==> config.mk <==
export PLATFORM = sky130hd
export DESIGN_NAME = reg_writeback
export DESIGN_NICKNAME = d
export VERILOG_FILES = /design/src/rtl/reg_wb_pkg.sv /design/src/rtl/wb_queue.sv /design/src/rtl/reg_writeback.sv
export SDC_FILE = /design/constraint.sdc
export NUM_CORES = 1
export LEC_CHECK = 0
export CORE_MARGIN = 2
export CORE_UTILIZATION = 45
export DETAILED_ROUTE_END_ITERATION = 8
export PLACE_DENSITY = 0.65
export SLEW_MARGIN = 10
export SYNTH_ARGS = -nofsm -noshare
export SYNTH_HDL_FRONTEND = slang
export SYNTH_SLANG_ARGS = --single-unit
==> constraint.sdc <==
create_clock -name clk -period 5.6 [get_ports clk]
set_input_delay 0.56 -clock clk [delete_from_list [all_inputs] [get_ports clk]]
set_output_delay 0.56 -clock clk [all_outputs]
set_load 0.005 [all_outputs]
==> src/rtl/reg_wb_pkg.sv <==
`default_nettype none
// ============================================================================
//  Module      : reg_wb_pkg
//  Description : Shared types for the register-file write-back master: the
//                pending-write entry, the occupancy state encoding and the
//                default sizing constants.
//  Contents    : wb_entry_t   {addr, data} pending RF write
//                wb_state_t   WB_IDLE / WB_BUSY / WB_STALL
//                wb_state_for occupancy -> state mapping
//  Revision    : 1.0  initial release
// ============================================================================
package reg_wb_pkg;

  localparam int WB_DEFAULT_DEPTH = 4;
  localparam int WB_DEFAULT_PW    = 4;
  // Entry address field is sized for the widest supported register file;
  // narrower instances zero-extend into it.
  localparam int WB_MAX_PW        = 8;

  typedef struct packed {
    logic [WB_MAX_PW-1:0] addr;
    logic [7:0]           data;
  } wb_entry_t;

  typedef enum logic [1:0] {
    WB_IDLE  = 2'd0,
    WB_BUSY  = 2'd1,
    WB_STALL = 2'd2
  } wb_state_t;

  // Stall as soon as only one slot is left so a request already in flight
  // from upstream still fits.
  function automatic wb_state_t wb_state_for(input int unsigned count,
                                             input int unsigned depth);
    if (count == 0)              return WB_IDLE;
    else if (count >= depth - 1) return WB_STALL;
    else                         return WB_BUSY;
  endfunction

endpackage
`default_nettype wire

==> src/rtl/wb_queue.sv <==
`default_nettype none
// ============================================================================
//  Module      : wb_queue
//  Description : DEPTH-entry circular FIFO of pending RF writes. Two ordered
//                push ports (push1 only honoured together with push0), one
//                pop, and every slot plus its valid bit exposed for hazard
//                and forwarding search.
//  Ports       : clk, reset         clock, synchronous active-high reset
//                push0/push0_entry  first (older) entry to enqueue
//                push1/push1_entry  second (younger) entry to enqueue
//                pop                drop the head entry
//                head               oldest entry
//                count              occupancy 0..DEPTH
//                rd_ptr             slot index of the head
//                entries/valid      raw slot contents and occupancy bits
//  Revision    : 1.0  initial release
// ============================================================================
module wb_queue
  import reg_wb_pkg::*;
#(
  parameter int DEPTH = WB_DEFAULT_DEPTH
) (
  input  logic                     clk,
  input  logic                     reset,
  input  logic                     push0,
  input  wb_entry_t                push0_entry,
  input  logic                     push1,
  input  wb_entry_t                push1_entry,
  input  logic                     pop,
  output wb_entry_t                head,
  output logic [$clog2(DEPTH):0]   count,
  output logic [$clog2(DEPTH)-1:0] rd_ptr,
  output wb_entry_t                entries [DEPTH],
  output logic [DEPTH-1:0]         valid
);

  localparam int AW = $clog2(DEPTH);
  localparam int CW = AW + 1;

  wb_entry_t        r_mem [DEPTH];
  logic [AW-1:0]    r_wr_ptr;
  logic [AW-1:0]    r_rd_ptr;
  logic [CW-1:0]    r_count;
  logic [DEPTH-1:0] r_valid;
  logic [AW-1:0]    w_wr_ptr1;

  assign w_wr_ptr1 = r_wr_ptr + 1'b1;

  // The caller never pushes into an occupied slot, so a pop and a push in
  // the same cycle always touch different slots.
  always_ff @(posedge clk) begin
    if (reset) begin
      r_wr_ptr <= '0;
      r_rd_ptr <= '0;
      r_count  <= '0;
      r_valid  <= '0;
    end else begin
      if (pop) begin
        r_valid[r_rd_ptr] <= 1'b0;
        r_rd_ptr          <= r_rd_ptr + 1'b1;
      end
      if (push0) begin
        r_mem[r_wr_ptr]   <= push0_entry;
        r_valid[r_wr_ptr] <= 1'b1;
      end
      if (push0 && push1) begin
        r_mem[w_wr_ptr1]   <= push1_entry;
        r_valid[w_wr_ptr1] <= 1'b1;
      end
      if (push0 && push1) r_wr_ptr <= w_wr_ptr1 + 1'b1;
      else if (push0)     r_wr_ptr <= w_wr_ptr1;
      r_count <= r_count + CW'(push0) + CW'(push0 & push1) - CW'(pop);
    end
  end

  assign head    = r_mem[r_rd_ptr];
  assign count   = r_count;
  assign rd_ptr  = r_rd_ptr;
  assign entries = r_mem;
  assign valid   = r_valid;

endmodule
`default_nettype wire

==> src/rtl/reg_writeback.sv <==
`default_nettype none
// ============================================================================
//  Module      : reg_writeback
//  Description : Write-side master of the 8-bit register file. Orders ALU
//                results, register moves and load returns onto the single RF
//                write port. Loads always win the port; ALU/move requests
//                bypass straight to the port when nothing is pending,
//                otherwise they wait in a small FIFO.
//  Ports       : clk, reset                 clock, sync active-high reset
//                alu_valid/addr/data        ALU result
//                mv_valid/dst/src           register move request
//                rf_rd_addr/rf_rd_data      RF read port used by moves
//                ld_valid/addr/data         load return (never queued)
//                wr_en/wr_addr/wr_data      registered RF write port
//                stall                      upstream hold (registered)
//                overflow                   sticky request-dropped flag
//                q_addr/q_hit               hazard query
//                q_fwd_data                 forwarded value (REG_WB_FWD_EN)
//  Config      : REG_WB_FWD_EN adds q_fwd_data.
//  Revision    : 1.0  initial release
// ============================================================================
module reg_writeback
  import reg_wb_pkg::*;
#(
  parameter int pw    = WB_DEFAULT_PW,
  parameter int DEPTH = WB_DEFAULT_DEPTH
) (
  input  logic          clk,
  input  logic          reset,
  input  logic          alu_valid,
  input  logic [pw-1:0] alu_addr,
  input  logic [7:0]    alu_data,
  input  logic          mv_valid,
  input  logic [pw-1:0] mv_dst,
  input  logic [pw-1:0] mv_src,
  output logic [pw-1:0] rf_rd_addr,
  input  logic [7:0]    rf_rd_data,
  input  logic          ld_valid,
  input  logic [pw-1:0] ld_addr,
  input  logic [7:0]    ld_data,
  output logic          wr_en,
  output logic [pw-1:0] wr_addr,
  output logic [7:0]    wr_data,
  output logic          stall,
  output logic          overflow,
  input  logic [pw-1:0] q_addr,
  output logic          q_hit
`ifdef REG_WB_FWD_EN
  ,
  output logic [7:0]    q_fwd_data
`endif
);

  localparam int AW = $clog2(DEPTH);
  localparam int CW = AW + 1;

  wb_entry_t        w_q_head;
  logic [CW-1:0]    w_q_count;
  logic [AW-1:0]    w_q_rd_ptr;
  wb_entry_t        w_q_entries [DEPTH];
  logic [DEPTH-1:0] w_q_valid;
  logic             w_push0, w_push1, w_pop;
  wb_entry_t        w_push0_entry, w_push1_entry;
  wb_entry_t        w_alu_e, w_mv_e, w_c0_e;
  logic             w_c0, w_c1;
  logic [7:0]       w_mv_data;
  logic             w_q_hit;
  logic             w_wr_en_next;
  logic [pw-1:0]    w_wr_addr_next;
  logic [7:0]       w_wr_data_next;
  logic             w_drop;
  logic [CW-1:0]    w_free;
  logic [CW-1:0]    w_count_next;
  wb_state_t        r_state, w_state_next;
  logic             w_unused_head_hi;
`ifdef REG_WB_FWD_EN
  logic [7:0]       w_q_fwd;
`endif

  // Slot index k positions after the head; walking k upward visits entries
  // oldest to newest, so the last match found is the newest.
  function automatic logic [AW-1:0] slot(input logic [AW-1:0] base, input int k);
    return base + AW'(k);
  endfunction

  wb_queue #(.DEPTH(DEPTH)) u_queue (
    .clk         (clk),
    .reset       (reset),
    .push0       (w_push0),
    .push0_entry (w_push0_entry),
    .push1       (w_push1),
    .push1_entry (w_push1_entry),
    .pop         (w_pop),
    .head        (w_q_head),
    .count       (w_q_count),
    .rd_ptr      (w_q_rd_ptr),
    .entries     (w_q_entries),
    .valid       (w_q_valid)
  );

  assign rf_rd_addr       = mv_src;
  assign w_alu_e          = {WB_MAX_PW'(alu_addr), alu_data};
  assign w_mv_e           = {WB_MAX_PW'(mv_dst), w_mv_data};
  assign w_free           = CW'(DEPTH) - w_q_count;
  assign w_unused_head_hi = ^w_q_head.addr;

  // Move source value, youngest producer first: a same-cycle ALU result
  // (older in program order), then the newest queued entry, then the write
  // in flight (not yet in the RF), then the RF itself.
  always_comb begin
    w_mv_data = rf_rd_data;
    if (wr_en && (wr_addr == mv_src)) w_mv_data = wr_data;
    for (int k = 0; k < DEPTH; k++) begin
      if (w_q_valid[slot(w_q_rd_ptr, k)] &&
          (w_q_entries[slot(w_q_rd_ptr, k)].addr == WB_MAX_PW'(mv_src)))
        w_mv_data = w_q_entries[slot(w_q_rd_ptr, k)].data;
    end
    if (alu_valid && (alu_addr == mv_src)) w_mv_data = alu_data;
  end

  // Hazard query over the write in flight and every queued entry.
  always_comb begin
    w_q_hit = wr_en && (wr_addr == q_addr);
`ifdef REG_WB_FWD_EN
    w_q_fwd = wr_data;
`endif
    for (int k = 0; k < DEPTH; k++) begin
      if (w_q_valid[slot(w_q_rd_ptr, k)] &&
          (w_q_entries[slot(w_q_rd_ptr, k)].addr == WB_MAX_PW'(q_addr))) begin
        w_q_hit = 1'b1;
`ifdef REG_WB_FWD_EN
        w_q_fwd = w_q_entries[slot(w_q_rd_ptr, k)].data;
`endif
      end
    end
  end

  assign q_hit = w_q_hit;
`ifdef REG_WB_FWD_EN
  assign q_fwd_data = w_q_hit ? w_q_fwd : 8'h00;
`endif

  // Port arbitration and enqueue. Queue candidates are c0 (older) and c1
  // (younger); free slots are judged on the occupancy before any pop.
  always_comb begin
    w_wr_en_next   = 1'b0;
    w_wr_addr_next = wr_addr;
    w_wr_data_next = wr_data;
    w_pop          = 1'b0;
    w_c0           = alu_valid | mv_valid;
    w_c1           = alu_valid & mv_valid;
    w_c0_e         = alu_valid ? w_alu_e : w_mv_e;
    w_push0        = 1'b0;
    w_push1        = 1'b0;
    w_push0_entry  = w_c0_e;
    w_push1_entry  = w_mv_e;
    w_drop         = 1'b0;
    if (ld_valid) begin
      w_wr_en_next   = 1'b1;
      w_wr_addr_next = ld_addr;
      w_wr_data_next = ld_data;
    end else if (w_q_count != '0) begin
      w_wr_en_next   = 1'b1;
      w_wr_addr_next = w_q_head.addr[pw-1:0];
      w_wr_data_next = w_q_head.data;
      w_pop          = 1'b1;
    end else if (w_c0) begin
      // Empty queue: the first request skips the queue; a second one (the
      // move) becomes the only queue candidate.
      w_wr_en_next   = 1'b1;
      w_wr_addr_next = w_c0_e.addr[pw-1:0];
      w_wr_data_next = w_c0_e.data;
      w_c0           = w_c1;
      w_c0_e         = w_mv_e;
      w_c1           = 1'b0;
    end
    w_push0       = w_c0 && (w_free >= CW'(1));
    w_push1       = w_c1 && (w_free >= CW'(2));
    w_push0_entry = w_c0_e;
    w_push1_entry = w_mv_e;
    w_drop        = (w_c0 && !w_push0) || (w_c1 && !w_push1);
  end

  assign w_count_next = w_q_count + CW'(w_push0) + CW'(w_push1) - CW'(w_pop);
  assign w_state_next = wb_state_for(32'(w_count_next), DEPTH);

  always_ff @(posedge clk) begin
    if (reset) begin
      r_state  <= WB_IDLE;
      overflow <= 1'b0;
      wr_en    <= 1'b0;
      wr_addr  <= '0;
      wr_data  <= '0;
    end else begin
      r_state  <= w_state_next;
      overflow <= overflow | w_drop;
      wr_en    <= w_wr_en_next;
      wr_addr  <= w_wr_addr_next;
      wr_data  <= w_wr_data_next;
    end
  end

  // Straight decode of the state register; changes only on clock edges.
  assign stall = (r_state == WB_STALL);

endmodule
`default_nettype wire

==> impl_metrics.env, run 1 <==
export IMPL_path_clk_slew_ps=70
export IMPL_power_leakage_nw=2.91
export IMPL_cp_max_fo=18
export IMPL_multiInputGateArea_um2=4340
export IMPL_drv_cap=0
export IMPL_cts_repair_resized=0
export IMPL_synth_area_leader_cell="edfxtp_1"
export IMPL_setup_viol=0
export IMPL_numCtsBuffers=9
export IMPL_post_place_ws_ps=1310
export IMPL_fin_crit_ps=4590
export IMPL_crit_start="u_queue.rd_ptr[0]$_SDFFE_PP0P_"
export IMPL_cts_root_buf="clkbuf_16"
export IMPL_drc=0
export IMPL_hold_buffers=0
export IMPL_io_buffers=68
export IMPL_antenna_found_initial=0
export IMPL_clockBufferDepth=2
export IMPL_seq_area_um2=2460
export IMPL_totalWireLength_mm=23.7
export IMPL_worstReg2RegStart="u_queue.rd_ptr[0]$_SDFFE_PP0P_"
export IMPL_hp_start="u_queue.valid[0]$_SDFF_PP0_"
export IMPL_fp_dieH_um=130
export IMPL_fp_dieArea_um2=16800
export IMPL_start_kind="flip-flop"
export IMPL_post_dp_hpwl_mm=16.7
export IMPL_critPathKind="flip-flop to output port"
export IMPL_fin_ws_ps=1010
export IMPL_hp_class="flip-flop to flip-flop"
export IMPL_pin_count=69
export IMPL_finalWeightedCongestion=0.956
export IMPL_p_per_area_nw_per_um2=509
export IMPL_first_iter_violations=1110
export IMPL_outcome="completed"
export IMPL_path_common_cell="inv_1"
export IMPL_synthFlopType="edfxtp_1"
export IMPL_vias=6722
export IMPL_initial_core_util_pct=46.5
export IMPL_cp_cell_sequence="inv_1 > ha_1 > inv_1 > mux2i_1 > xor2_1 > or4_1 > nor2_1 > a211oi_1 > o21ai_0 > clkdlybuf4s50_1"
export IMPL_vias_per_cell=6.55
export IMPL_drive_above_1_share_pct=8.34
export IMPL_setup_tns_final_ps=0
export IMPL_cpPeakStageDelay_ps=710
export IMPL_ys_top_cells_by_count="nor2_1, edfxtp_1, nand2_1"
export IMPL_grt_max_degree=42
export IMPL_maxSlewHeadroom_pct=26.0
export IMPL_wl_per_cell_um=23.1
export IMPL_arrival_ps=4030
export IMPL_ys_types=56
export IMPL_worst_pin_slew_ps=1110
export IMPL_post_cts_buffers=0
export IMPL_syn_area_um2=7120
export IMPL_fillCellCount=1403
export IMPL_dr_pass1_iters=7
export IMPL_cp_buffers_inverters=3
export IMPL_cts_tree="yes"
export IMPL_synth_nets=842
export IMPL_overflow=0
export IMPL_core_area_um2=15300
export IMPL_worst_clock_skew_ps=9.47
export IMPL_slew_viol_final=0
export IMPL_cp_end_kind="output port"
export IMPL_layout_worst_path_cycle_share_pct=82.0
export IMPL_finalHoldViolCount=0
export IMPL_async_reset_ff_share_pct=0
export IMPL_synth_edf_count=64
export IMPL_clock_sinks=91
export IMPL_critical_path_slowest_cell="ha_1"
export IMPL_grt_pass1_wl_mm=36.7
export IMPL_ant_nets=0
export IMPL_worst_path_dominant_cell_family="buffers and inverters"
export IMPL_synth_most_common_cell="nor2_1"
export IMPL_netlist_instances=773
export IMPL_grt_usage_pct=28.7
export IMPL_vdd_drop_max_mv=0.270
export IMPL_synth_area_top_cells="edfxtp_1, dfxtp_1, mux2i_1, mux4_2, o21ai_0"
export IMPL_utilization_pct=53.7
export IMPL_yosysSeqAreaShare_pct=34.6
export IMPL_antenna_cells=0
export IMPL_syn2layout_area_growth_pct=15.5
export IMPL_max_freq_mhz=218
export IMPL_final_nets=879
export IMPL_cts_htree_levels=3
export IMPL_ys_warnings_count=0
export IMPL_crit_required_ps=5040
export IMPL_die_w_um=130
export IMPL_synth_top_area_share_pct=27.0
export IMPL_ys_ff_latch=91
export IMPL_row_count=45
export IMPL_synth_area_per_cell_um2=9.21
export IMPL_grt_pass1_vias=6533
export IMPL_rsz0062_at_grt="false"
export IMPL_clk_latency_ps=350
-- metal layers --
| layer | vias up | track usage, % | share of wire, % |
|---|---|---|---|
| li1 | 3022 | - | - |
| met3 | 66 | 7.67 | 11 |
| met4 | 0 | 11.2 | 3.4 |
| met1 | 3253 | 38.2 | 41 |
| met5 | - | 0 | 0 |
| met2 | 381 | 44.8 | 45 |
-- cell usage in the layout (no fill, tap or decap), types with 5 or more instances in the layout --
cell type	n
and3_1	5
nand3_1	15
ha_1	18
nand4_1	7
inv_1	22
o211ai_1	5
dfxtp_1	26
or4_1	8
and2_1	20
a211o_1	7
nand2b_1	7
a21oi_1	41
xnor2_1	29
o2111ai_1	5
a211oi_1	16
nor4_1	16
mux2_2	7
clkbuf_16	9
nor3_1	17
or2_0	5
mux2i_1	51
xor2_1	17
a311oi_1	7
o21ai_0	57
edfxtp_1	64
mux4_2	19
nand2_1	58
o22ai_1	18
a22oi_1	28
clkdlybuf4s50_1	68
nor2_1	65
a221oi_1	6
buf_4	15
-- where the power goes --
part	switching, mW	internal [mW]
clock network	0.279	0.304
logic	1.34	0.988
registers	0.236	1.03
-- final timing paths --
kind | slack, ps | cells after the start | endpoint
min | 460 | 2 | u_queue.valid[0]$_SDFF_PP0_
max reg2reg | 1260 | 9 | u_queue.entries[4]$_DFFE_PN_
max | 1010 | 10 | q_hit
min reg2reg | 460 | 2 | u_queue.valid[0]$_SDFF_PP0_
-- sequential cells by signal, indices dropped and copies added (netlist names) --
| register | cells |
|---|---|
| u_queue.rd_ptr | 2 |
| u_queue.count | 3 |
| wr_en | 1 |
| u_queue.valid | 4 |
| r_state | 2 |
| wr_addr | 4 |
| wr_data | 8 |
| u_queue.entries | 64 |
| u_queue.r_wr_ptr | 2 |
| overflow | 1 |
-- worst min-delay path, delay by kind of cell, from the launching register on --
family / cells / cell delay, ps
flops: 1 / 310
simple gates: 1 / 50
compound gates: 1 / 50
-- stage by stage --
stage / hold WS [ps] / cells / instance area (um^2) / power [mW]
2_1_floorplan: 432 / 773 / 7120 / 2.87
3_3_place_gp: 445 / 1010 / 7940 / 3.47
3_5_place_dp: 455 / 1010 / 7940 / 3.55
4_1_cts: 464 / 1026 / 8220 / 4.13
5_1_grt: 503 / 1026 / 8220 / 4.46
6_report: 465 / 1026 / 8220 / 4.18
-- cell families after synthesis --
kind of cell	count (synthesis)	share of synthesized area (%)
AND/OR/NAND/NOR	240	16.7
AO/OA/AOI/OAI	217	19.9
flip-flops	91	34.6
buffers and inverters	80	4.64
multiplexers	78	14.7
XOR/XNOR	46	5.66
adder cells (fa/ha/maj)	21	3.87
-- cell type report --
cell class,count,share of cell area (%)
multi-input cells,602,52.8
clock inverters,7,0.624
inverters,23,1.05
clock buffers,9,2.74
well taps,211,3.21
repair buffers,83,9.65
flip-flops and latches,91,30.0
Power figures use the tool's default switching activity.
==> inputs of run 2 (changes only) <==
PLACE_DENSITY = 0.68   (was 0.65)
clock period = 3.9 ns   (was 5.6 ns; I/O delays follow)
==> run 2 against run 1 <==
Against the previous run: core utilization up 0.76 points; sequential share of layout area shrank 0.42 points; wire length shrank 2.9%; worst hold slack got worse by 11 ps; highest routed layer unchanged.
==> impl_metrics.env, run 2 (synthesis results as in run 1) <==
export IMPL_critPathKind="flip-flop to output port"
export IMPL_grt_usage_pct=28.1
export IMPL_max_freq_mhz=272
export IMPL_timing_rr_end="u_queue.entries[32]$_DFFE_PN_"
export IMPL_outcome="completed"
export IMPL_grt_util_met3_pct=5.29
export IMPL_reg2regPathDepth=9
export IMPL_cp_max_fo=12
export IMPL_finalHoldViolCount=0
export IMPL_wl_per_cell_um=22.2
export IMPL_antenna_found_initial=0
export IMPL_pin_count=69
export IMPL_stdcell_count=1037
export IMPL_utilization_pct=54.5
export IMPL_cts_htree_levels=3
export IMPL_syn2layout_area_growth_pct=17.1
export IMPL_crit_start="u_queue.rd_ptr[0]$_SDFFE_PP0P_"
export IMPL_rsz0062_at_grt="false"
export IMPL_rrSetupSlack_ps=310
export IMPL_pwr_share_comb_pct=55.7
export IMPL_first_iter_violations=725
export IMPL_hp_class="flip-flop to flip-flop"
export IMPL_numCtsBuffers=9
export IMPL_drive_above_1_share_pct=9.69
export IMPL_place_area_um2=8020
export IMPL_vias_per_cell=6.46
export IMPL_post_place_ws_ps=210
export IMPL_layout_common_cells="clkdlybuf4s50_1, nor2_1, edfxtp_1"
export IMPL_worstReg2RegStart="u_queue.rd_ptr[0]$_SDFFE_PP0P_"
export IMPL_arrival_ps=3290
export IMPL_stdcell_area_um2=8340
export IMPL_slew_viol_final=0
export IMPL_fp_dieH_um=130
export IMPL_vias=6694
export IMPL_cpPeakStageDelay_ps=540
export IMPL_ant_nets=0
export IMPL_power_leakage_nw=2.97
export IMPL_hold_depth=2
export IMPL_cp_cell_sequence="inv_1 > ha_2 > inv_1 > mux2i_1 > xor2_1 > or4_1 > nor2_1 > a211oi_1 > o21ai_0 > clkdlybuf4s50_1"
export IMPL_use_met2_pct=44.2
export IMPL_grt_busiest_layer="met2"
export IMPL_path_clk_slew_ps=60
export IMPL_critPathCapture="q_hit"
export IMPL_path_common_cell="inv_1"
export IMPL_cts_tree="yes"
export IMPL_layout_worst_path_cycle_share_pct=94.3
export IMPL_maxSlewHeadroom_pct=39.1
export IMPL_clk_latency_ps=360
export IMPL_worst_pin_slew_ps=910
export IMPL_finalWeightedCongestion=1.03
export IMPL_final_nets=890
export IMPL_grt_pass1_vias=6505
export IMPL_totalWireLength_mm=23.0
export IMPL_overflow=0
export IMPL_die_w_um=130
export IMPL_row_count=45
export IMPL_clockBufferDepth=2
export IMPL_post_dp_hpwl_mm=16.8
export IMPL_intPower_mw=3.47
export IMPL_power_frac_seq_pct=29.0
export IMPL_use_met1_pct=37.7
export IMPL_initial_core_util_pct=46.5
export IMPL_critical_path_slowest_cell="clkdlybuf4s50_1"
export IMPL_switchingPower_mw=2.63
export IMPL_start_kind="flip-flop"
export IMPL_drc=0
export IMPL_grt_max_degree=42
export IMPL_cp_end_kind="output port"
export IMPL_worst_clock_skew_ps=7.15
export IMPL_cts_root_buf="clkbuf_16"
export IMPL_io_buffers=68
export IMPL_core_area_um2=15300
export IMPL_drv_cap=0
export IMPL_fillCellCount=1403
export IMPL_clock_sinks=91
export IMPL_swShare_pct=43.1
export IMPL_vdd_drop_max_mv=0.291
export IMPL_dr_pass1_iters=5
export IMPL_p_per_area_nw_per_um2=732
export IMPL_crit_required_ps=3510
export IMPL_setup_tns_final_ps=0
export IMPL_fp_dieArea_um2=16800
export IMPL_setup_viol=0
export IMPL_antenna_cells=0
export IMPL_clockPowerShare_pct=15.3
export IMPL_post_place_cells=1021
export IMPL_largest_register_ff_count=64
export IMPL_fin_crit_ps=3680
export IMPL_fin_ws_ps=221
export IMPL_grt_pass1_wl_mm=35.8
export IMPL_final_common_cell="clkdlybuf4s50_1"
run 2: cell count changes in the layout (fill, tap and decap cells not counted), sizes merged:
cell / delta
clkinv: -2
buf: +11
bufinv: +1
inv: -2
clkinvlp: +1
clkbuf: +2
run 2: layer usage:
metal / wire (um) / vias to the layer above
li1: - / 3039
met1: 9630 / 3226
met2: 10500 / 380
met3: 2030 / 49
met4: 840 / 0
met5: 0 / -
run 2: how the worst min path moves through the flow:
stage                                start                     endpoint  slack, ps
3_5_place_dp   u_queue.valid[0]$_SDFF_PP0_  u_queue.valid[0]$_SDFF_PP0_        450
3_3_place_gp   u_queue.valid[0]$_SDFF_PP0_  u_queue.valid[0]$_SDFF_PP0_        440
5_1_grt        u_queue.valid[0]$_SDFF_PP0_  u_queue.valid[0]$_SDFF_PP0_        480
6_report       u_queue.valid[0]$_SDFF_PP0_  u_queue.valid[0]$_SDFF_PP0_        450
4_1_cts        u_queue.valid[0]$_SDFF_PP0_  u_queue.valid[0]$_SDFF_PP0_        460
2_1_floorplan  u_queue.valid[0]$_SDFF_PP0_  u_queue.valid[0]$_SDFF_PP0_        430
run 2: power by group through the flow:
| stage | clock network [mW] | logic (mW) | registers, mW |
|---|---|---|---|
| final | 0.936 | 3.40 | 1.77 |
| after CTS | 0.949 | 3.36 | 1.76 |
| after detailed placement | 0 | 3.34 | 1.78 |
| after global placement | 0 | 3.23 | 1.76 |
| after global routing | 0.986 | 3.72 | 1.81 |
| after floorplan | 0 | 2.45 | 1.68 |
run 2: critical path: cells and delay by family, from the launching register on:
kind                     cells  cell delay (ps)
multiplexers                 1              270
flip-flops                   1              320
XOR/XNOR                     1              110
AND/OR/NAND/NOR              2              620
AO/OA/AOI/OAI                2              180
buffers and inverters        3             1060
adder cells (fa/ha/maj)      1              390
run 2: final cells by class:
cell class              count  area (um^2)  area share (%)
clock buffers              11          253            3.03
clock inverters             5         61.3           0.735
inverters                  23         86.3            1.04
multi-input cells         602         4340            52.0
flip-flops and latches     91         2460            29.5
well taps                 211          264            3.17
repair buffers             94          876            10.5
run 2: timing repair:
item	in CTS	in global routing
gates resized for setup	0	1
setup buffers	0	0
endpoints found under the setup margin	0	7
hold buffers	0	0
run 2: per-stage QoR:
| step | hold WS (ps) | power (mW) |
|---|---|---|
| 6_report | 453 | 6.11 |
| 5_1_grt | 476 | 6.52 |
| 4_1_cts | 457 | 6.07 |
| 3_5_place_dp | 449 | 5.12 |
| 3_3_place_gp | 440 | 4.99 |
| 2_1_floorplan | 432 | 4.13 |
